## src/rtl/risc_id_ex_pipe_reg_if.sv

```systemverilog
// Decode/Execute stage bundle: D-side fields flow in, registered E-side copies flow out.
interface risc_id_ex_pipe_reg_if #(
  parameter int XLEN = 32,
  parameter int RA_W = 5
);
  logic            valid_d;
  logic            branch_d;
  logic [1:0]      result_src_d;
  logic            mem_write_d;
  logic            alu_src_d;
  logic            reg_write_d;
  logic [2:0]      alu_control_d;
  logic [XLEN-1:0] rd1_d;
  logic [XLEN-1:0] rd2_d;
  logic [XLEN-1:0] pc_d;
  logic [XLEN-1:0] pc_plus4_d;
  logic [XLEN-1:0] imm_ext_d;
  logic [RA_W-1:0] rs1_d;
  logic [RA_W-1:0] rs2_d;
  logic [RA_W-1:0] rd_d;

  logic            valid_e;
  logic            branch_e;
  logic [1:0]      result_src_e;
  logic            mem_write_e;
  logic            alu_src_e;
  logic            reg_write_e;
  logic [2:0]      alu_control_e;
  logic [XLEN-1:0] rd1_e;
  logic [XLEN-1:0] rd2_e;
  logic [XLEN-1:0] pc_e;
  logic [XLEN-1:0] pc_plus4_e;
  logic [XLEN-1:0] imm_ext_e;
  logic [RA_W-1:0] rs1_e;
  logic [RA_W-1:0] rs2_e;
  logic [RA_W-1:0] rd_e;

  modport master (
    output valid_d, branch_d, result_src_d, mem_write_d, alu_src_d, reg_write_d,
           alu_control_d, rd1_d, rd2_d, pc_d, pc_plus4_d, imm_ext_d, rs1_d, rs2_d, rd_d,
    input  valid_e, branch_e, result_src_e, mem_write_e, alu_src_e, reg_write_e,
           alu_control_e, rd1_e, rd2_e, pc_e, pc_plus4_e, imm_ext_e, rs1_e, rs2_e, rd_e
  );

  modport slave (
    input  valid_d, branch_d, result_src_d, mem_write_d, alu_src_d, reg_write_d,
           alu_control_d, rd1_d, rd2_d, pc_d, pc_plus4_d, imm_ext_d, rs1_d, rs2_d, rd_d,
    output valid_e, branch_e, result_src_e, mem_write_e, alu_src_e, reg_write_e,
           alu_control_e, rd1_e, rd2_e, pc_e, pc_plus4_e, imm_ext_e, rs1_e, rs2_e, rd_e
  );
endinterface

```

## src/rtl/risc_id_ex_pipe_reg.sv

```systemverilog
// Decode->Execute pipeline register with stall/flush and saturating instruction/bubble counters.
// Priority each edge: rst > flush > stall > load.
module risc_id_ex_pipe_reg #(
  parameter int XLEN  = 32,
  parameter int RA_W  = 5,
  parameter int CNT_W = 16
) (
  input  logic                 clk_i,
  input  logic                 rst_i,
  input  logic                 stall_e_i,
  input  logic                 flush_e_i,
  risc_id_ex_pipe_reg_if.slave pipe,
  output logic [CNT_W-1:0]     instr_cnt_o,
  output logic [CNT_W-1:0]     bubble_cnt_o
);

  typedef struct packed {
    logic            valid;
    logic            branch;
    logic [1:0]      result_src;
    logic            mem_write;
    logic            alu_src;
    logic            reg_write;
    logic [2:0]      alu_control;
    logic [XLEN-1:0] rd1;
    logic [XLEN-1:0] rd2;
    logic [XLEN-1:0] pc;
    logic [XLEN-1:0] pc_plus4;
    logic [XLEN-1:0] imm_ext;
    logic [RA_W-1:0] rs1;
    logic [RA_W-1:0] rs2;
    logic [RA_W-1:0] rd;
  } ex_fields_t;

  ex_fields_t       e_q, e_d;
  logic [CNT_W-1:0] instr_cnt_q, instr_cnt_d;
  logic [CNT_W-1:0] bubble_cnt_q, bubble_cnt_d;

  function automatic logic [CNT_W-1:0] sat_inc(input logic [CNT_W-1:0] v);
    return (v == {CNT_W{1'b1}}) ? v : v + CNT_W'(1);
  endfunction

  always_comb begin
    e_d          = e_q;
    instr_cnt_d  = instr_cnt_q;
    bubble_cnt_d = bubble_cnt_q;
    if (flush_e_i) begin
      // a bubble carries rd=0 so forwarding logic can never match it
      e_d          = '0;
      bubble_cnt_d = sat_inc(bubble_cnt_q);
    end else if (!stall_e_i) begin
      e_d.valid       = pipe.valid_d;
      e_d.branch      = pipe.branch_d & pipe.valid_d;
      e_d.result_src  = pipe.result_src_d;
      e_d.mem_write   = pipe.mem_write_d & pipe.valid_d;
      e_d.alu_src     = pipe.alu_src_d;
      e_d.reg_write   = pipe.reg_write_d & pipe.valid_d;
      e_d.alu_control = pipe.alu_control_d;
      e_d.rd1         = pipe.rd1_d;
      e_d.rd2         = pipe.rd2_d;
      e_d.pc          = pipe.pc_d;
      e_d.pc_plus4    = pipe.pc_plus4_d;
      e_d.imm_ext     = pipe.imm_ext_d;
      e_d.rs1         = pipe.rs1_d;
      e_d.rs2         = pipe.rs2_d;
      e_d.rd          = pipe.rd_d;
      if (pipe.valid_d) instr_cnt_d  = sat_inc(instr_cnt_q);
      else              bubble_cnt_d = sat_inc(bubble_cnt_q);
    end
  end

  always_ff @(posedge clk_i) begin
    if (rst_i) begin
      e_q          <= '0;
      instr_cnt_q  <= '0;
      bubble_cnt_q <= '0;
    end else begin
      e_q          <= e_d;
      instr_cnt_q  <= instr_cnt_d;
      bubble_cnt_q <= bubble_cnt_d;
    end
  end

  assign pipe.valid_e       = e_q.valid;
  assign pipe.branch_e      = e_q.branch;
  assign pipe.result_src_e  = e_q.result_src;
  assign pipe.mem_write_e   = e_q.mem_write;
  assign pipe.alu_src_e     = e_q.alu_src;
  assign pipe.reg_write_e   = e_q.reg_write;
  assign pipe.alu_control_e = e_q.alu_control;
  assign pipe.rd1_e         = e_q.rd1;
  assign pipe.rd2_e         = e_q.rd2;
  assign pipe.pc_e          = e_q.pc;
  assign pipe.pc_plus4_e    = e_q.pc_plus4;
  assign pipe.imm_ext_e     = e_q.imm_ext;
  assign pipe.rs1_e         = e_q.rs1;
  assign pipe.rs2_e         = e_q.rs2;
  assign pipe.rd_e          = e_q.rd;

  assign instr_cnt_o  = instr_cnt_q;
  assign bubble_cnt_o = bubble_cnt_q;

endmodule

```

## src/flat_wrapper.sv

```systemverilog
// flat-port wrapper written by rule: the top's interface ports become plain ports
module risc_id_ex_pipe_reg_flat 
#(
  parameter int XLEN  = 32,
  parameter int RA_W  = 5,
  parameter int CNT_W = 16
)
  (clk_i, rst_i, stall_e_i, flush_e_i, instr_cnt_o, bubble_cnt_o, pipe_valid_d, pipe_branch_d, pipe_result_src_d, pipe_mem_write_d, pipe_alu_src_d, pipe_reg_write_d, pipe_alu_control_d, pipe_rd1_d, pipe_rd2_d, pipe_pc_d, pipe_pc_plus4_d, pipe_imm_ext_d, pipe_rs1_d, pipe_rs2_d, pipe_rd_d, pipe_valid_e, pipe_branch_e, pipe_result_src_e, pipe_mem_write_e, pipe_alu_src_e, pipe_reg_write_e, pipe_alu_control_e, pipe_rd1_e, pipe_rd2_e, pipe_pc_e, pipe_pc_plus4_e, pipe_imm_ext_e, pipe_rs1_e, pipe_rs2_e, pipe_rd_e);
  risc_id_ex_pipe_reg_if #(.XLEN(XLEN), .RA_W(RA_W)) pipe_i ();
  input  logic clk_i;
  input  logic rst_i;
  input  logic stall_e_i;
  input  logic flush_e_i;
  output logic [CNT_W-1:0] instr_cnt_o;
  output logic [CNT_W-1:0] bubble_cnt_o;
  input wire logic [$bits(pipe_i.valid_d)-1:0] pipe_valid_d;
  input wire logic [$bits(pipe_i.branch_d)-1:0] pipe_branch_d;
  input wire logic [$bits(pipe_i.result_src_d)-1:0] pipe_result_src_d;
  input wire logic [$bits(pipe_i.mem_write_d)-1:0] pipe_mem_write_d;
  input wire logic [$bits(pipe_i.alu_src_d)-1:0] pipe_alu_src_d;
  input wire logic [$bits(pipe_i.reg_write_d)-1:0] pipe_reg_write_d;
  input wire logic [$bits(pipe_i.alu_control_d)-1:0] pipe_alu_control_d;
  input wire logic [$bits(pipe_i.rd1_d)-1:0] pipe_rd1_d;
  input wire logic [$bits(pipe_i.rd2_d)-1:0] pipe_rd2_d;
  input wire logic [$bits(pipe_i.pc_d)-1:0] pipe_pc_d;
  input wire logic [$bits(pipe_i.pc_plus4_d)-1:0] pipe_pc_plus4_d;
  input wire logic [$bits(pipe_i.imm_ext_d)-1:0] pipe_imm_ext_d;
  input wire logic [$bits(pipe_i.rs1_d)-1:0] pipe_rs1_d;
  input wire logic [$bits(pipe_i.rs2_d)-1:0] pipe_rs2_d;
  input wire logic [$bits(pipe_i.rd_d)-1:0] pipe_rd_d;
  output wire logic [$bits(pipe_i.valid_e)-1:0] pipe_valid_e;
  output wire logic [$bits(pipe_i.branch_e)-1:0] pipe_branch_e;
  output wire logic [$bits(pipe_i.result_src_e)-1:0] pipe_result_src_e;
  output wire logic [$bits(pipe_i.mem_write_e)-1:0] pipe_mem_write_e;
  output wire logic [$bits(pipe_i.alu_src_e)-1:0] pipe_alu_src_e;
  output wire logic [$bits(pipe_i.reg_write_e)-1:0] pipe_reg_write_e;
  output wire logic [$bits(pipe_i.alu_control_e)-1:0] pipe_alu_control_e;
  output wire logic [$bits(pipe_i.rd1_e)-1:0] pipe_rd1_e;
  output wire logic [$bits(pipe_i.rd2_e)-1:0] pipe_rd2_e;
  output wire logic [$bits(pipe_i.pc_e)-1:0] pipe_pc_e;
  output wire logic [$bits(pipe_i.pc_plus4_e)-1:0] pipe_pc_plus4_e;
  output wire logic [$bits(pipe_i.imm_ext_e)-1:0] pipe_imm_ext_e;
  output wire logic [$bits(pipe_i.rs1_e)-1:0] pipe_rs1_e;
  output wire logic [$bits(pipe_i.rs2_e)-1:0] pipe_rs2_e;
  output wire logic [$bits(pipe_i.rd_e)-1:0] pipe_rd_e;
  assign pipe_i.valid_d = pipe_valid_d;
  assign pipe_i.branch_d = pipe_branch_d;
  assign pipe_i.result_src_d = pipe_result_src_d;
  assign pipe_i.mem_write_d = pipe_mem_write_d;
  assign pipe_i.alu_src_d = pipe_alu_src_d;
  assign pipe_i.reg_write_d = pipe_reg_write_d;
  assign pipe_i.alu_control_d = pipe_alu_control_d;
  assign pipe_i.rd1_d = pipe_rd1_d;
  assign pipe_i.rd2_d = pipe_rd2_d;
  assign pipe_i.pc_d = pipe_pc_d;
  assign pipe_i.pc_plus4_d = pipe_pc_plus4_d;
  assign pipe_i.imm_ext_d = pipe_imm_ext_d;
  assign pipe_i.rs1_d = pipe_rs1_d;
  assign pipe_i.rs2_d = pipe_rs2_d;
  assign pipe_i.rd_d = pipe_rd_d;
  assign pipe_valid_e = pipe_i.valid_e;
  assign pipe_branch_e = pipe_i.branch_e;
  assign pipe_result_src_e = pipe_i.result_src_e;
  assign pipe_mem_write_e = pipe_i.mem_write_e;
  assign pipe_alu_src_e = pipe_i.alu_src_e;
  assign pipe_reg_write_e = pipe_i.reg_write_e;
  assign pipe_alu_control_e = pipe_i.alu_control_e;
  assign pipe_rd1_e = pipe_i.rd1_e;
  assign pipe_rd2_e = pipe_i.rd2_e;
  assign pipe_pc_e = pipe_i.pc_e;
  assign pipe_pc_plus4_e = pipe_i.pc_plus4_e;
  assign pipe_imm_ext_e = pipe_i.imm_ext_e;
  assign pipe_rs1_e = pipe_i.rs1_e;
  assign pipe_rs2_e = pipe_i.rs2_e;
  assign pipe_rd_e = pipe_i.rd_e;
  risc_id_ex_pipe_reg #(.XLEN(XLEN), .RA_W(RA_W), .CNT_W(CNT_W)) u_core (.clk_i(clk_i), .rst_i(rst_i), .stall_e_i(stall_e_i), .flush_e_i(flush_e_i), .pipe(pipe_i), .instr_cnt_o(instr_cnt_o), .bubble_cnt_o(bubble_cnt_o));
endmodule
```

## config.mk

```make
export PLATFORM = sky130hd
export DESIGN_NAME = risc_id_ex_pipe_reg_flat
export DESIGN_NICKNAME = d
export VERILOG_FILES = /design/src/rtl/risc_id_ex_pipe_reg_if.sv /design/src/rtl/risc_id_ex_pipe_reg.sv /design/src/flat_wrapper.sv
export SDC_FILE = /design/constraint.sdc
export NUM_CORES = 1
export LEC_CHECK = 0
export ABC_AREA = 1
export CAP_MARGIN = 40
export CORE_MARGIN = 2
export CORE_UTILIZATION = 34
export CTS_BUF_LIST = sky130_fd_sc_hd__clkbuf_8
export CTS_CLUSTER_SIZE = 40
export DETAILED_ROUTE_END_ITERATION = 7
export GPL_TIMING_DRIVEN = 0
export PLACE_DENSITY = 0.69
export REMOVE_ABC_BUFFERS = 1
export SETUP_SLACK_MARGIN = 0.15
export SLEW_MARGIN = 0
export SYNTH_ARGS = -nofsm -noshare
export SYNTH_HDL_FRONTEND = slang
export SYNTH_SLANG_ARGS = --single-unit
```

## constraint.sdc

```tcl
create_clock -name clk_i -period 1.83 [get_ports clk_i]
set_input_delay 0.366 -clock clk_i [delete_from_list [all_inputs] [get_ports clk_i]]
set_output_delay 0.366 -clock clk_i [all_outputs]
set_load 0.01 [all_outputs]
```

==> metrics.csv, run 1 <==
stage,metric,value,unit
status,status,"finished, final reports clean",
grt,grt total ovfl,0,
placement,placer congestion estimate,0.798,
routing,drt via density,4.62,
sta,Rel. slew slack,0.746,
hold_path,Hold Path End,u_core.pipe.alu_control_e[1],
sta,RSZ-0062 raised after global routing,false,
power,Net Switching,2.70,mW
clock_network,hold_buf cts,0,
power,VDD IR-drop max,0.666,mV
setup_path,max incr delay on CP,0.39,ns
setup_path,Worst path slowest cell,dfxtp_1,
floorplan,Core ar.,23600,sq um
layout,fin area,13400,sq um
clock_network,TritonCTS buffer count,41,
hold_path,hold_sp,stall_e_i,
setup_path,kind of critical path,reg -> out,
power,Sw Ratio,0.247,
power,internal power,8.23,mW
yosys,Netlist cell types,25,
placement,dpl cells,1773,
clock_network,clock slew seen by the registers of the worst setup and hold paths,0.06,ns
sta,Final Skew,0.0111,ns
routing,routed length per instance,16.4,um
floorplan,Die X,160,um
job,Max Cap Viol,0,
layout,layout cells sized above 1,0.0761,
routing,Via Count,8581,
floorplan,I/O Pins,406,
sta,WHS,0.238,ns
placement,placed cell area,12500,sq um
routing,post-route ant nets,0,
setup_path,Startpoint Class,flip-flop,
floorplan,row count,56,
yosys,Post-Syn Area,8240,sq um
yosys,Ys Warns,0,
grt,GRT Util Overall,0.222,
power,sequential power share,0.451,
grt,initial antenna violation count,1,
layout,Synth-to-Final Area Change,63.0,%
grt,pin count of the biggest net entering global routing,112,
clock_network,CTS tree,yes,
setup_path,CP endpoint kind,output pin,
floorplan,Die ar.,25500,sq um
setup_path,Critical Path Fanout Max,5,
floorplan,Die Height,160,um
setup_path,CP cell instances,dlygate4sd2_1,
placement,detailed placement HPWL,18900,um
floorplan,initial core utilization,0.349,
sta,Slew @ Worst Pin,0.380,ns
clock_network,Skew-Pair Late Insertion Delay,0.52,ns
yosys,"Seq/Total Area, Yosys",0.527,
yosys,cell count after synthesis,1112,
hold_path,Hold Path Depth,3,
setup_path,crit path DAT,1.24,ns
yosys,dominant cell type by area after synthesis,dfxtp_1,
routing,Routed WL,30400,um
grt,first-pass GRT wire length,45200,um
sta,final worst-path cycle share,0.877,
layout,Antenna diodes,0,
yosys,Area contributors post-synth,"dfxtp_1, nand2_1, a21oi_1, nor2_1, buf_2",
setup_path,R2R Path Start,u_core.bubble_cnt_o[1],
sta,Fin. Hold Viols,0,
sta,Max Slew Vio Count,0,
routing,Pre-antenna DRT Iters,4,
power,clock network fraction of design power,0.430,
sta,FMAX,623,MHz
yosys,share of the synthesized area in the top cell type,0.527,
power,combinational power share,0.118,
clock_network,H-tree levels,2,
setup_path,Critical R2R Capture,u_core.bubble_cnt_o[13],
sta,final worst path period need,1.60,ns
layout,Layout Cells excl Fill,1857,
routing,# DRC,0,
grt,vias in the first global route,8239,
setup_path,buffers and inverters on the worst path,1,
placement,Port Buffer Count,405,
power,leakage power total,6.12,nW
layout,Total Nets Final,1704,
power,PwrDens,814,nW/um^2
yosys,syn_area_per_cell,7.41,sq um
setup_path,Top delay family on crit path,flip-flops,
clock_network,clock sink count,217,
clock_network,clk buf depth,3,
setup_path,Critical Path RT,1.46,ns
routing,Iteration-0 DRC Markers,406,
clock_network,Root Driver,clkbuf_8,
setup_path,worst r2r path cells,9,
sta,Setup-failing EPs final,0,
hold_path,Worst Hold Class,in -> reg,
yosys,Yosys reg bits,217,
setup_path,flop2flop setup slack,0.30,ns
==> synth_stat cells (all sizes together) <==
| cell | n |
|---|---|
| a21oi | 201 |
| buf | 40 |
| clkbuf | 27 |
| dfxtp | 217 |
| ha | 2 |
| inv | 40 |
| nand2 | 468 |
| nand3 | 32 |
| nand3b | 1 |
| nand4 | 3 |
| nor2 | 67 |
| nor3 | 3 |
| o21ai | 5 |
| xnor2 | 2 |
| xor2 | 4 |
==> cell type report <==
| cell class | instances | area [sq um] |
|---|---|---|
| clock buffers | 52 | 716 |
| clock inverters | 16 | 98.8 |
| fillers | 2238 | 10200 |
| inverters | 40 | 169 |
| multi-input cells | 790 | 3470 |
| flip-flops and latches | 217 | 4360 |
| well taps | 319 | 399 |
| repair buffers | 422 | 4210 |
| repair inverters | 1 | 8.76 |
==> power groups by stage <==
| stage | Sequential, mW | Clock (mW) | Combinational, mW |
|---|---|---|---|
| global placement | 5.03 | 0 | 1.27 |
| detailed placement | 5.04 | 0 | 1.26 |
| global route | 4.95 | 5.05 | 1.41 |
| floorplan | 5.10 | 0 | 0.331 |
| CTS | 4.93 | 4.86 | 1.26 |
| finish | 4.93 | 4.70 | 1.30 |
==> timing repair <==
| action | in CTS | in global routing |
|---|---|---|
| setup buffers | 0 | 5 |
| endpoints found under the setup margin | 416 | 38 |
| pin swaps | 1 | 1 |
| gates resized for setup | 229 | 9 |
| cloned | 8 | 3 |
==> through the flow <==
step                      total power, mW   TNS, ns  utilization  setup slack, ns
after floorplan                      5.43   -139.99            -           -0.806
after global placement               6.30  -2177.60        0.524           -10.92
after detailed placement             6.30   -138.36        0.529            -1.19
after CTS                            11.1         0        0.562            0.168
after global routing                 11.4         0        0.569            0.157
final                                10.9         0        0.569            0.225
==> worst max path at each step <==
| stage | startpoint | end | slack (ns) | cells past startpoint |
|---|---|---|---|---|
| 5_1_grt | u_core.instr_cnt_o[12] | instr_cnt_o[12] | 0.16 | 1 |
| 6_report | u_core.instr_cnt_o[5] | instr_cnt_o[5] | 0.23 | 1 |
| 2_1_floorplan | stall_e_i | u_core.instr_cnt_o[15] | -0.81 | 8 |
| 4_1_cts | stall_e_i | u_core.instr_cnt_o[11] | 0.17 | 11 |
| 3_3_place_gp | stall_e_i | u_core.instr_cnt_o[7] | -10.92 | 10 |
| 3_5_place_dp | stall_e_i | u_core.instr_cnt_o[15] | -1.19 | 11 |
==> placed cells by master (no fill, tap or decap), drive strengths merged, types with 3 or more instances in the layout <==
cell and count:
clkdlybuf4s50 186, nor3 3, bufbuf 5, nor2 67, o21ai 5, nand4 3, xor2 4, nand2 470
clkbuf 55, nand3 32, buf 10, dlygate4sd2 218, a21oi 201, dfxtp 217, inv 50, clkinv 4
==> logic make-up after synthesis <==
kind of cell,count (synthesis),synth area share
compound gates,206,0.128
buf+inv,107,0.0576
simple gates,574,0.278
fa+ha+maj,2,0.00304
flops,217,0.527
xor+xnor,6,0.00638
==> per-layer routing <==
| layer | share of wire | GRT usage |
|---|---|---|
| met4 | 0.032 | 0.0802 |
| met5 | 0.00043 | 0 |
| met2 | 0.49 | 0.388 |
| met1 | 0.39 | 0.248 |
| met3 | 0.090 | 0.0816 |
==> flip-flops by register name (all words and copies together), names as in the netlist, 2 cells and up <==
name and flops:
u_core.pipe.pc_e 32, u_core.pipe.rs1_e 5, u_core.pipe.rd2_e 32, u_core.pipe.imm_ext_e 32, u_core.instr_cnt_o 16, u_core.pipe.rd1_e 32, u_core.pipe.alu_control_e 3, u_core.pipe.pc_plus4_e 32
u_core.pipe.rs2_e 5, u_core.bubble_cnt_o 16, u_core.pipe.rd_e 5, u_core.pipe.result_src_e 2
No activity file was read; power rests on OpenSTA's default activity.
==> run 2, diff against run 1 <==
--- a/config.mk
+++ b/config.mk
@@ -13,7 +13,7 @@
 export CTS_CLUSTER_SIZE = 40
 export DETAILED_ROUTE_END_ITERATION = 7
 export GPL_TIMING_DRIVEN = 0
-export PLACE_DENSITY = 0.69
+export PLACE_DENSITY = 0.72
 export REMOVE_ABC_BUFFERS = 1
 export SETUP_SLACK_MARGIN = 0.15
 export SLEW_MARGIN = 0
==> constraint.sdc (replaced) <==
create_clock -name clk_i -period 1.4 [get_ports clk_i]
set_input_delay 0.28 -clock clk_i [delete_from_list [all_inputs] [get_ports clk_i]]
set_output_delay 0.28 -clock clk_i [all_outputs]
set_load 0.01 [all_outputs]
==> metrics.csv, run 2 (synthesis results as in run 1) <==
stage,metric,value,unit,change
status,status,finished with violations,,
status,violated checks,negative setup slack,,
routing,Iteration-0 DRC Markers,437,,+7.6%
routing,# DRC,0,,unchanged
routing,Via Count,9009,,+5.0%
layout,area of the multi-input gates,3740,sq um,+7.8%
sta,final worst path period need,1.47,ns,
power,Net Switching,3.55,mW,+31%
routing,post-route ant nets,0,,unchanged
setup_path,Critical R2R Capture,u_core.bubble_cnt_o[13],,
floorplan,Core ar.,23600,sq um,unchanged
hold_path,hold_sp,stall_e_i,,
clock_network,clock slew seen by the registers of the worst setup and hold paths,0.06,ns,about the same
power,clock network fraction of design power,0.408,,-0.022
placement,detailed placement HPWL,18700,um,-1.5%
grt,vias in the first global route,8401,,+2.0%
layout,final core occ,0.626,,+0.0577
sta,Fin. Hold Viols,0,,unchanged
clock_network,CTS tree,yes,,
power,internal power,10.6,mW,+29%
layout,"commonest non-fill, non-tap cell in the layout",nand2_1,,
grt,M2 GR Usage,0.397,,+0.00925
setup_path,CP cell instances,buf_4 -> inv_1 -> nor2_4 -> nand2_4 -> nor2_4 -> nor2_4 -> buf_6 -> nand3_2 -> nand2_2 -> nor2_1,,
power,VDD IR-drop max,0.769,mV,+15%
power,sequential power share,0.458,,+0.007
layout,Total Nets Final,1754,,+2.9%
routing,drt via density,4.72,,+2.1%
floorplan,Die Height,160,um,unchanged
setup_path,most frequent CP cell,nor2_4,,
setup_path,Startpoint Class,flip-flop,,
setup_path,crit path DAT,1.87,ns,+0.63 ns
setup_path,CP endpoint kind,flip-flop,,
grt,first-pass GRT wire length,46100,um,+2.0%
layout,Layout Cells excl Fill,1909,,+2.8%
grt,initial antenna violation count,2,,+1
placement,pre-CTS WS,-1.48,ns,-0.290 ns
hold_path,Worst Hold Class,in -> reg,,
clock_network,Root Driver,clkbuf_8,,
setup_path,kind of critical path,reg -> reg,,
layout,"commonest cells after routing, fill and taps aside","nand2_1, buf_6, dfxtp_2, a21oi_1, clkdlybuf4s50_1",,
floorplan,Die ar.,25500,sq um,unchanged
floorplan,initial core utilization,0.349,,unchanged
setup_path,Worst path slowest cell,dfxtp_2,,
layout,Fillers,1965,,-12%
power,Sw Ratio,0.251,,+0.00378
clock_network,clk buf depth,3,,unchanged
sta,final worst-path cycle share,1.05,,
sta,FMAX,682,MHz,
grt,routing usage on met1,0.254,,+0.00645
clock_network,Skew-Pair Late Insertion Delay,0.51,ns,about the same
grt,pin count of the biggest net entering global routing,97,,-13%
hold_path,Hold Path Depth,3,,unchanged
power,leakage power total,6.14,nW,+0.48%
clock_network,H-tree levels,2,,unchanged
routing,Pre-antenna DRT Iters,5,,+1
floorplan,I/O Pins,406,,unchanged
grt,GRT Util Overall,0.226,,+0.00357
placement,Port Buffer Count,405,,unchanged
grt,busiest layer in global routing,met2,,
setup_path,flop2flop setup slack,-0.07,ns,-0.37 ns
setup_path,max incr delay on CP,0.32,ns,-0.07 ns
sta,Setup-failing EPs final,15,,+15
layout,Synth-to-Final Area Change,79.5,%,
clock_network,TritonCTS buffer count,40,,-2.4%
setup_path,R2R Path Start,u_core.bubble_cnt_o[3],,
setup_path,worst r2r path cells,10,,+1
power,PwrDens,957,nW/um^2,+18%
sta,Rel. slew slack,0.649,,-0.0979
floorplan,Die X,160,um,unchanged
grt,grt total ovfl,0,,unchanged
placement,dpl cells,1772,,-0.056%
setup_path,crit path from,u_core.bubble_cnt_o[3],,
power,combinational power share,0.134,,+0.016
routing,Routed WL,31700,um,+4.3%
clock_network,hold_buf cts,0,,unchanged
layout,layout cells sized above 1,0.403,,+0.327
job,Max Cap Viol,0,,unchanged
hold_path,Hold Path End,u_core.pipe.rd2_e[10],,
setup_path,Critical Path RT,1.80,ns,+0.34 ns
routing,routed length per instance,16.6,um,+1.4%
layout,Reg area,4680,sq um,+7.5%
sta,Final Skew,0.00787,ns,-0.00324 ns
sta,RSZ-0062 raised after global routing,true,,
setup_path,Critical Path Fanout Max,5,,unchanged
grt,met3 Use GR,0.0766,,-0.00494
sta,Slew @ Worst Pin,0.524,ns,+0.144 ns
sta,setup ws final,-0.0662,ns,-0.291 ns
clock_network,clock sink count,217,,unchanged
placement,placer congestion estimate,0.850,,+6.5%
floorplan,row count,56,,unchanged
sta,Max Slew Vio Count,0,,unchanged
## run 2: cell count changes in the layout (fill, tap and decap cells not counted), sizes merged
cell	before	now
bufbuf	5	2
clkinv	4	2
o21ai	5	6
diode	0	1
buf	10	280
inv	50	55
clkdlybuf4s15	0	1
bufinv	1	0
clkinvlp	2	4
dlygate4sd2	218	0
clkbuf	55	51
## run 2: layout make-up
class,count,area share
inverters,40,0.0118
multi-input cells,791,0.253
clock buffers,50,0.0465
well taps,319,0.0270
flip-flops and latches,217,0.317
repair inverters,3,0.00152
clock inverters,18,0.00525
repair buffers,470,0.338
diodes,1,0.000169
## run 2: metal layers
layer | up-vias | wire (um)
li1 | 4448 | -
met1 | 4160 | 11900
met2 | 331 | 16000
met3 | 68 | 2750
met4 | 2 | 999
met5 | - | 13
## run 2: power groups by stage
stage	Combinational (mW)	Sequential (mW)	Clock [mW]
global placement	1.65	6.58	0
floorplan	0.432	6.66	0
finish	1.89	6.48	5.78
global route	2.03	6.49	6.26
CTS	1.67	6.42	5.92
detailed placement	1.64	6.59	0
## run 2: worst max-delay path by stage
stage / to / cells past startpoint / slack, ns
floorplan: u_core.instr_cnt_o[15] / 8 / -1.15
global placement: u_core.instr_cnt_o[7] / 10 / -11.30
detailed placement: u_core.pipe.pc_plus4_e[11] / 5 / -1.48
CTS: pipe_rd2_e[12] / 1 / 0.008
global route: u_core.bubble_cnt_o[13] / 10 / -0.11
finish: u_core.bubble_cnt_o[13] / 10 / -0.07
## run 2: timing repair
item                       in CTS  in global routing
cloned                          9                  1
gates resized for setup       830                619
setup endpoints to repair     434                357
buffers inserted               21                 37
pin swaps                       9                 28
## run 2: per-stage QoR
step                hold WS, ns  instance area, sq um   TNS, ns  power (mW)
CTS                       0.153                 13200         0        14.0
detailed placement        0.452                 12500   -262.68        8.22
global route              0.162                 14800     -1.57        14.8
global placement          0.444                 12400  -2262.09        8.23
floorplan                 0.349                  7910   -209.68        7.10
finish                    0.142                 14800    -0.288        14.1
## run 2: worst max-delay path, delay by kind of cell, from the launching register on
| kind | cells | cell delay, ns |
|---|---|---|
| AND/OR/NAND/NOR | 7 | 0.60 |
| buffers and inverters | 3 | 0.44 |
| flip-flops | 1 | 0.32 |
==> run 3, diff against run 2 <==
--- a/config.mk
+++ b/config.mk
@@ -10,6 +10,7 @@
 export CORE_MARGIN = 2
 export CORE_UTILIZATION = 34
 export CTS_BUF_LIST = sky130_fd_sc_hd__clkbuf_8
+export CTS_CLUSTER_DIAMETER = 200
 export CTS_CLUSTER_SIZE = 40
 export DETAILED_ROUTE_END_ITERATION = 7
 export GPL_TIMING_DRIVEN = 0
==> metrics.csv, run 3 (synthesis results as in run 1) <==
stage,metric,value,unit,change
floorplan,Die Height,160,um,unchanged
clock_network,H-tree levels,1,,-1
layout,final core occ,0.622,,-0.00461
floorplan,initial core utilization,0.349,,unchanged
setup_path,buffers and inverters on the worst path,4,,+1
grt,first-pass GRT wire length,46800,um,+1.6%
status,status,finished with violations,,
clock_network,TritonCTS buffer count,9,,-78%
setup_path,worst r2r path cells,11,,+1
sta,Setup-failing EPs final,43,,+28
hold_path,Hold Path Depth,3,,unchanged
grt,initial antenna violation count,2,,unchanged
layout,"commonest non-fill, non-tap cell in the layout",nand2_1,,
layout,fin area,14700,sq um,-0.74%
routing,# DRC,0,,unchanged
setup_path,crit path DAT,2.17,ns,+0.30 ns
power,VDD IR-drop max,0.953,mV,+24%
layout,layout cells sized above 1,0.421,,+0.0180
setup_path,CP endpoint kind,flip-flop,,
routing,post-route ant nets,0,,unchanged
sta,Slew @ Worst Pin,0.551,ns,+0.0270 ns
setup_path,Startpoint Class,flip-flop,,
power,Sw Ratio,0.266,,+0.0148
sta,FMAX,593,MHz,-13%
placement,placer congestion estimate,0.850,,unchanged
routing,drt via density,4.78,,+1.3%
power,PwrDens,753,nW/um^2,-21%
status,violated checks,negative setup slack,,
routing,Pre-antenna DRT Iters,5,,unchanged
grt,GRT Util Overall,0.226,,+0.000408
sta,Max Slew Vio Count,0,,unchanged
setup_path,Critical Path Fanout Max,5,,unchanged
power,sequential power share,0.587,,+0.129
sta,final worst path period need,1.69,ns,+0.220 ns
clock_network,clock sink count,217,,unchanged
routing,Via Count,9094,,+0.94%
floorplan,Die X,160,um,unchanged
setup_path,Critical R2R Capture,u_core.instr_cnt_o[12],,
placement,placed cell area,12500,sq um,unchanged
layout,Total Nets Final,1775,,+1.2%
setup_path,CP cell instances,buf_4 -> nand2_1 -> nor2_4 -> buf_4 -> buf_4 -> nand2_1 -> nor2_2 -> nand3_1 -> nand2_1 -> inv_1 -> nor2_1,,
floorplan,Die ar.,25500,sq um,unchanged
floorplan,I/O Pins,406,,unchanged
setup_path,max incr delay on CP,0.41,ns,+0.09 ns
routing,Routed WL,32600,um,+3.1%
layout,Synth-to-Final Area Change,78.2,%,
clock_network,Root Driver,clkbuf_8,,
sta,Sum Neg Setup Slack,-4.41,ns,-4.12 ns
layout,"commonest cells after routing, fill and taps aside","nand2_1, buf_6, dfxtp_2, a21oi_1, clkdlybuf4s50_1",,
sta,Fin. Hold Viols,0,,unchanged
power,clock network fraction of design power,0.233,,-0.175
hold_path,Hold Path End,u_core.pipe.rd1_e[10],,
floorplan,row count,56,,unchanged
grt,pin count of the biggest net entering global routing,97,,unchanged
placement,Port Buffer Count,405,,unchanged
routing,Iteration-0 DRC Markers,517,,+18%
setup_path,Top delay family on crit path,simple AND/OR/NAND/NOR gates,,
placement,dpl cells,1772,,unchanged
job,Max Cap Viol,0,,unchanged
power,leakage power total,6.05,nW,-1.5%
sta,Final Skew,0.00625,ns,-0.00162 ns
grt,grt total ovfl,0,,unchanged
clock_network,hold_buf cts,0,,unchanged
clock_network,CTS tree,yes,,
hold_path,hold_sp,stall_e_i,,
setup_path,flop2flop setup slack,-0.29,ns,-0.22 ns
hold_path,Worst Hold Class,in -> reg,,
grt,vias in the first global route,8521,,+1.4%
floorplan,Core ar.,23600,sq um,unchanged
routing,routed length per instance,17.1,um,+3.4%
power,combinational power share,0.180,,+0.046
clock_network,clk buf depth,3,,unchanged
setup_path,kind of critical path,reg -> reg,,
sta,Rel. slew slack,0.632,,-0.0164
sta,final worst-path cycle share,1.20,,+0.157
sta,RSZ-0062 raised after global routing,true,,
power,Net Switching,2.94,mW,-17%
placement,detailed placement HPWL,18700,um,unchanged
power,internal power,8.11,mW,-23%
setup_path,Critical Path RT,1.89,ns,+0.09 ns
layout,Layout Cells excl Fill,1903,,-0.31%
setup_path,Worst path slowest cell,dfxtp_4,,
clock_network,Skew-Pair Late Insertion Delay,0.54,ns,+0.03 ns
setup_path,R2R Path Start,u_core.instr_cnt_o[2],,
sta,setup ws final,-0.287,ns,-0.220 ns
power,Design Power,11.0,mW,-22%
clock_network,clock slew seen by the registers of the worst setup and hold paths,0.23,ns,+0.17 ns
[run 3: changes by cell type in the layout (fill, tap and decap cells not counted), sizes merged]
cell	delta
inv	-15
clkbuf	-41
clkinvlp	-2
nand2	+1
bufbuf	-2
buf	+53
[run 3: worst max path at each step]
| stage | start | to | slack [ns] | cells after the start |
|---|---|---|---|---|
| after global placement | stall_e_i | u_core.instr_cnt_o[7] | -11.30 | 10 |
| after floorplan | stall_e_i | u_core.instr_cnt_o[15] | -1.15 | 8 |
| after detailed placement | rst_i | u_core.pipe.pc_plus4_e[11] | -1.48 | 5 |
| final | u_core.instr_cnt_o[2] | u_core.instr_cnt_o[12] | -0.29 | 11 |
| after global routing | u_core.instr_cnt_o[2] | u_core.instr_cnt_o[12] | -0.34 | 11 |
| after CTS | u_core.instr_cnt_o[0] | u_core.instr_cnt_o[13] | -0.09 | 12 |
[run 3: metal layers]
metal / up-vias / routed length [um] / share of wire / global-route usage
met5: - / 13 / 0.00040 / 0
met3: 69 / 2530 / 0.078 / 0.0623
li1: 4459 / - / - / -
met4: 2 / 1190 / 0.036 / 0.0752
met2: 370 / 16500 / 0.51 / 0.409
met1: 4194 / 12400 / 0.38 / 0.257
[run 3: timing repair]
action,4_1_cts,5_1_grt
cloned,7,3
setup buffers,62,48
setup endpoints to repair,434,422
pin swaps,25,27
gates resized for setup,1441,66
[run 3: cell type report]
cell class	instances	area, sq um
Antenna cell	1	2.50
Clock buffer	9	124
Clock inverter	1	30.0
Fill cell	1952	8940
Inverter	40	180
Multi-Input combinational cell	792	3840
Sequential cell	217	4660
Tap cell	319	399
Timing Repair Buffer	521	5430
Timing Repair inverter	3	22.5
[run 3: tightest hold or removal path: cells and delay by family]
kind,cells,cell delay (ns)
compound gates,1,0.05
simple gates,1,0.10
buf+inv,1,0.19
[run 3: per-stage QoR]
| stage | setup slack (ns) | hold slack, ns |
|---|---|---|
| detailed placement | -1.48 | 0.452 |
| global placement | -11.30 | 0.444 |
| finish | -0.287 | 0.0942 |
| floorplan | -1.15 | 0.349 |
| CTS | -0.0906 | 0.0910 |
| global route | -0.336 | 0.0980 |
[run 3: power groups by stage]
stage	combinational [mW]	sequential, mW	clock (mW)
after floorplan	0.432	6.66	0
after global placement	1.65	6.58	0
after detailed placement	1.64	6.59	0
after CTS	1.85	6.48	2.69
after global routing	2.13	6.51	2.89
final	1.99	6.49	2.57
==> variant (settings of run 2) <==
Register the output `instr_cnt_o` once more; this adds one clock of latency there. The other outputs are not delayed to match.
--- a/src/rtl/risc_id_ex_pipe_reg.sv
+++ b/src/rtl/risc_id_ex_pipe_reg.sv
@@ -99,3 +99,5 @@
 
-  assign instr_cnt_o  = instr_cnt_q;
+  always_ff @(posedge clk_i) begin
+    instr_cnt_o <= instr_cnt_q;
+  end
   assign bubble_cnt_o = bubble_cnt_q;
Check against the original RTL: not equivalent (a bounded check fails within 4 cycles, from zero or initial values and one cycle with rst_i high).
==> variant against run 2 <==
  * Maximum frequency up 8.2%
  * Setup slack better by 110 ps
  * Clock power up 11%
  * Total power up 7.8%
  * Area after synthesis up 3.9%
  * Sequential cell count up 16
  * Wire length up 2.6%
  * Cell area up 2.7%
  * Largest cell class is now registers
  * Largest power group unchanged
==> variant: results (changes against run 2) <==
| Metric | Value |
|---|---|
| Result of the run | `complete, no violations` |
| Post-synthesis sequential area ratio | `54.5% (+1.8 points)` |
| CTS sink count | `233 (+7.4%)` |
| Vias per cell | `4.74 (+0.50%)` |
| Non-Filler Instances | `1940 (+1.6%)` |
| Lkg Pwr | `6.31 nW (+2.7%)` |
| Vias in the first global route | `8502 (+1.2%)` |
| First-pass GRT wire length | `46300 µm (+0.48%)` |
| Reg2Reg Setup Slack | `40 ps (+110 ps)` |
| Most instantiated cells after synthesis | `nand2_1 (471), dfxtp_1 (233), a21oi_1 (201)` |
| Max IR drop VDD | `0.000787 V (+2.4%)` |
| Synth Area per Inst | `7.47 µm² (+0.89%)` |
| Fillers | `2140 (+8.9%)` |
| Dpl cell area | `12800 µm² (+2.9%)` |
| Compound-gate portion of the synthesized area | `11.9% (-0.86 points)` |
| Post-Synth XOR/XNOR Area | `0.307% (-0.33 points)` |
| Share of cells above drive strength 1 | `40.6% (+0.31 points)` |
| Post-CTS sizing | `974 (+17%)` |
| Initial antenna violation count | `1 (-1)` |
| WP data arrival | `1820 ps (-50 ps)` |
| GP Congestion | `0.842 (-1.0%)` |
| FF-to-FF path depth | `9 (-1)` |
| Placed wire-length estimate | `19000 µm (+1.6%)` |
| Sequential power | `6.95 mW (+7.3%)` |
| Part of the power in combinational logic | `12.4% (-1.0 points)` |
| Worst rel slew slack | `63.3% (-1.5 points)` |
| Post-synthesis cell type count | `22 (-12%)` |
| Synth Area in Adders | `0.292% (-0.011 points)` |
| Largest stage delay, worst path | `360 ps (+40 ps)` |
| Pin count of the biggest net entering global routing | `100 (+3.1%)` |
| Crit Path Max Fanout | `6 (+1)` |
| Internal Power | `11.5 mW (+8.6%)` |
| Met3 global-route usage | `6.42% (-1.2 points)` |
-- variant: worst min path at each step --
stage	slack, ps	cells after the start	from	to
after detailed placement	380	0	u_core.instr_cnt_q[15]$_SDFFE_PP0P_	u_core.instr_cnt_o[15]$_DFF_P_
after global placement	380	0	u_core.instr_cnt_q[4]$_SDFFE_PP0P_	u_core.instr_cnt_o[4]$_DFF_P_
after global routing	130	3	stall_e_i	u_core.pipe.rd2_e[2]$_SDFFE_PP0N_
final	140	3	stall_e_i	u_core.pipe.rd1_e[26]$_SDFFE_PP0N_
after floorplan	350	1	rst_i	u_core.bubble_cnt_o[11]$_SDFFE_PP0P_
after CTS	160	3	stall_e_i	u_core.pipe.rd1_e[12]$_SDFFE_PP0N_
-- variant: stage by stage --
| stage | worst slack (ps) | power, mW | utilization [%] |
|---|---|---|---|
| after CTS | 60.9 | 15.1 | 52.9 |
| after detailed placement | -1550 | 8.69 | 51.4 |
| after global placement | -10970 | 8.71 | 50.9 |
| final | 44.4 | 15.3 | 60.8 |
| after global routing | -32.0 | 15.9 | 60.8 |
| after floorplan | -2260 | 7.57 | - |
-- variant: area by class of cell --
type                       count  area (µm²)  area share [%]
antenna                        1        2.50          0.0165
clock buffer                  54         743            4.90
clock inverter                20         113           0.742
inverter                      44         204            1.34
multi-input combinational    805        3840            25.3
sequential                   233        4990            32.9
tap                          330         413            2.72
timing repair buffer         450        4850            31.9
timing repair inverter         3        22.5           0.148
-- variant: cell families after synthesis --
kind of cell               Yosys count
AOI/OAI and AO/OA                  204
xor gates and xnor gates             3
adders and majority gates            2
buffers and inverters              111
DFF                                233
and+or+nand+nor                    592
-- variant: routing by layer --
layer	part of all wire (%)	up-vias	wire, µm
met2	50	356	16200
met5	0	-	0
li1	-	4516	-
met3	8.4	86	2740
met1	38	4243	12500
met4	3.5	0	1130
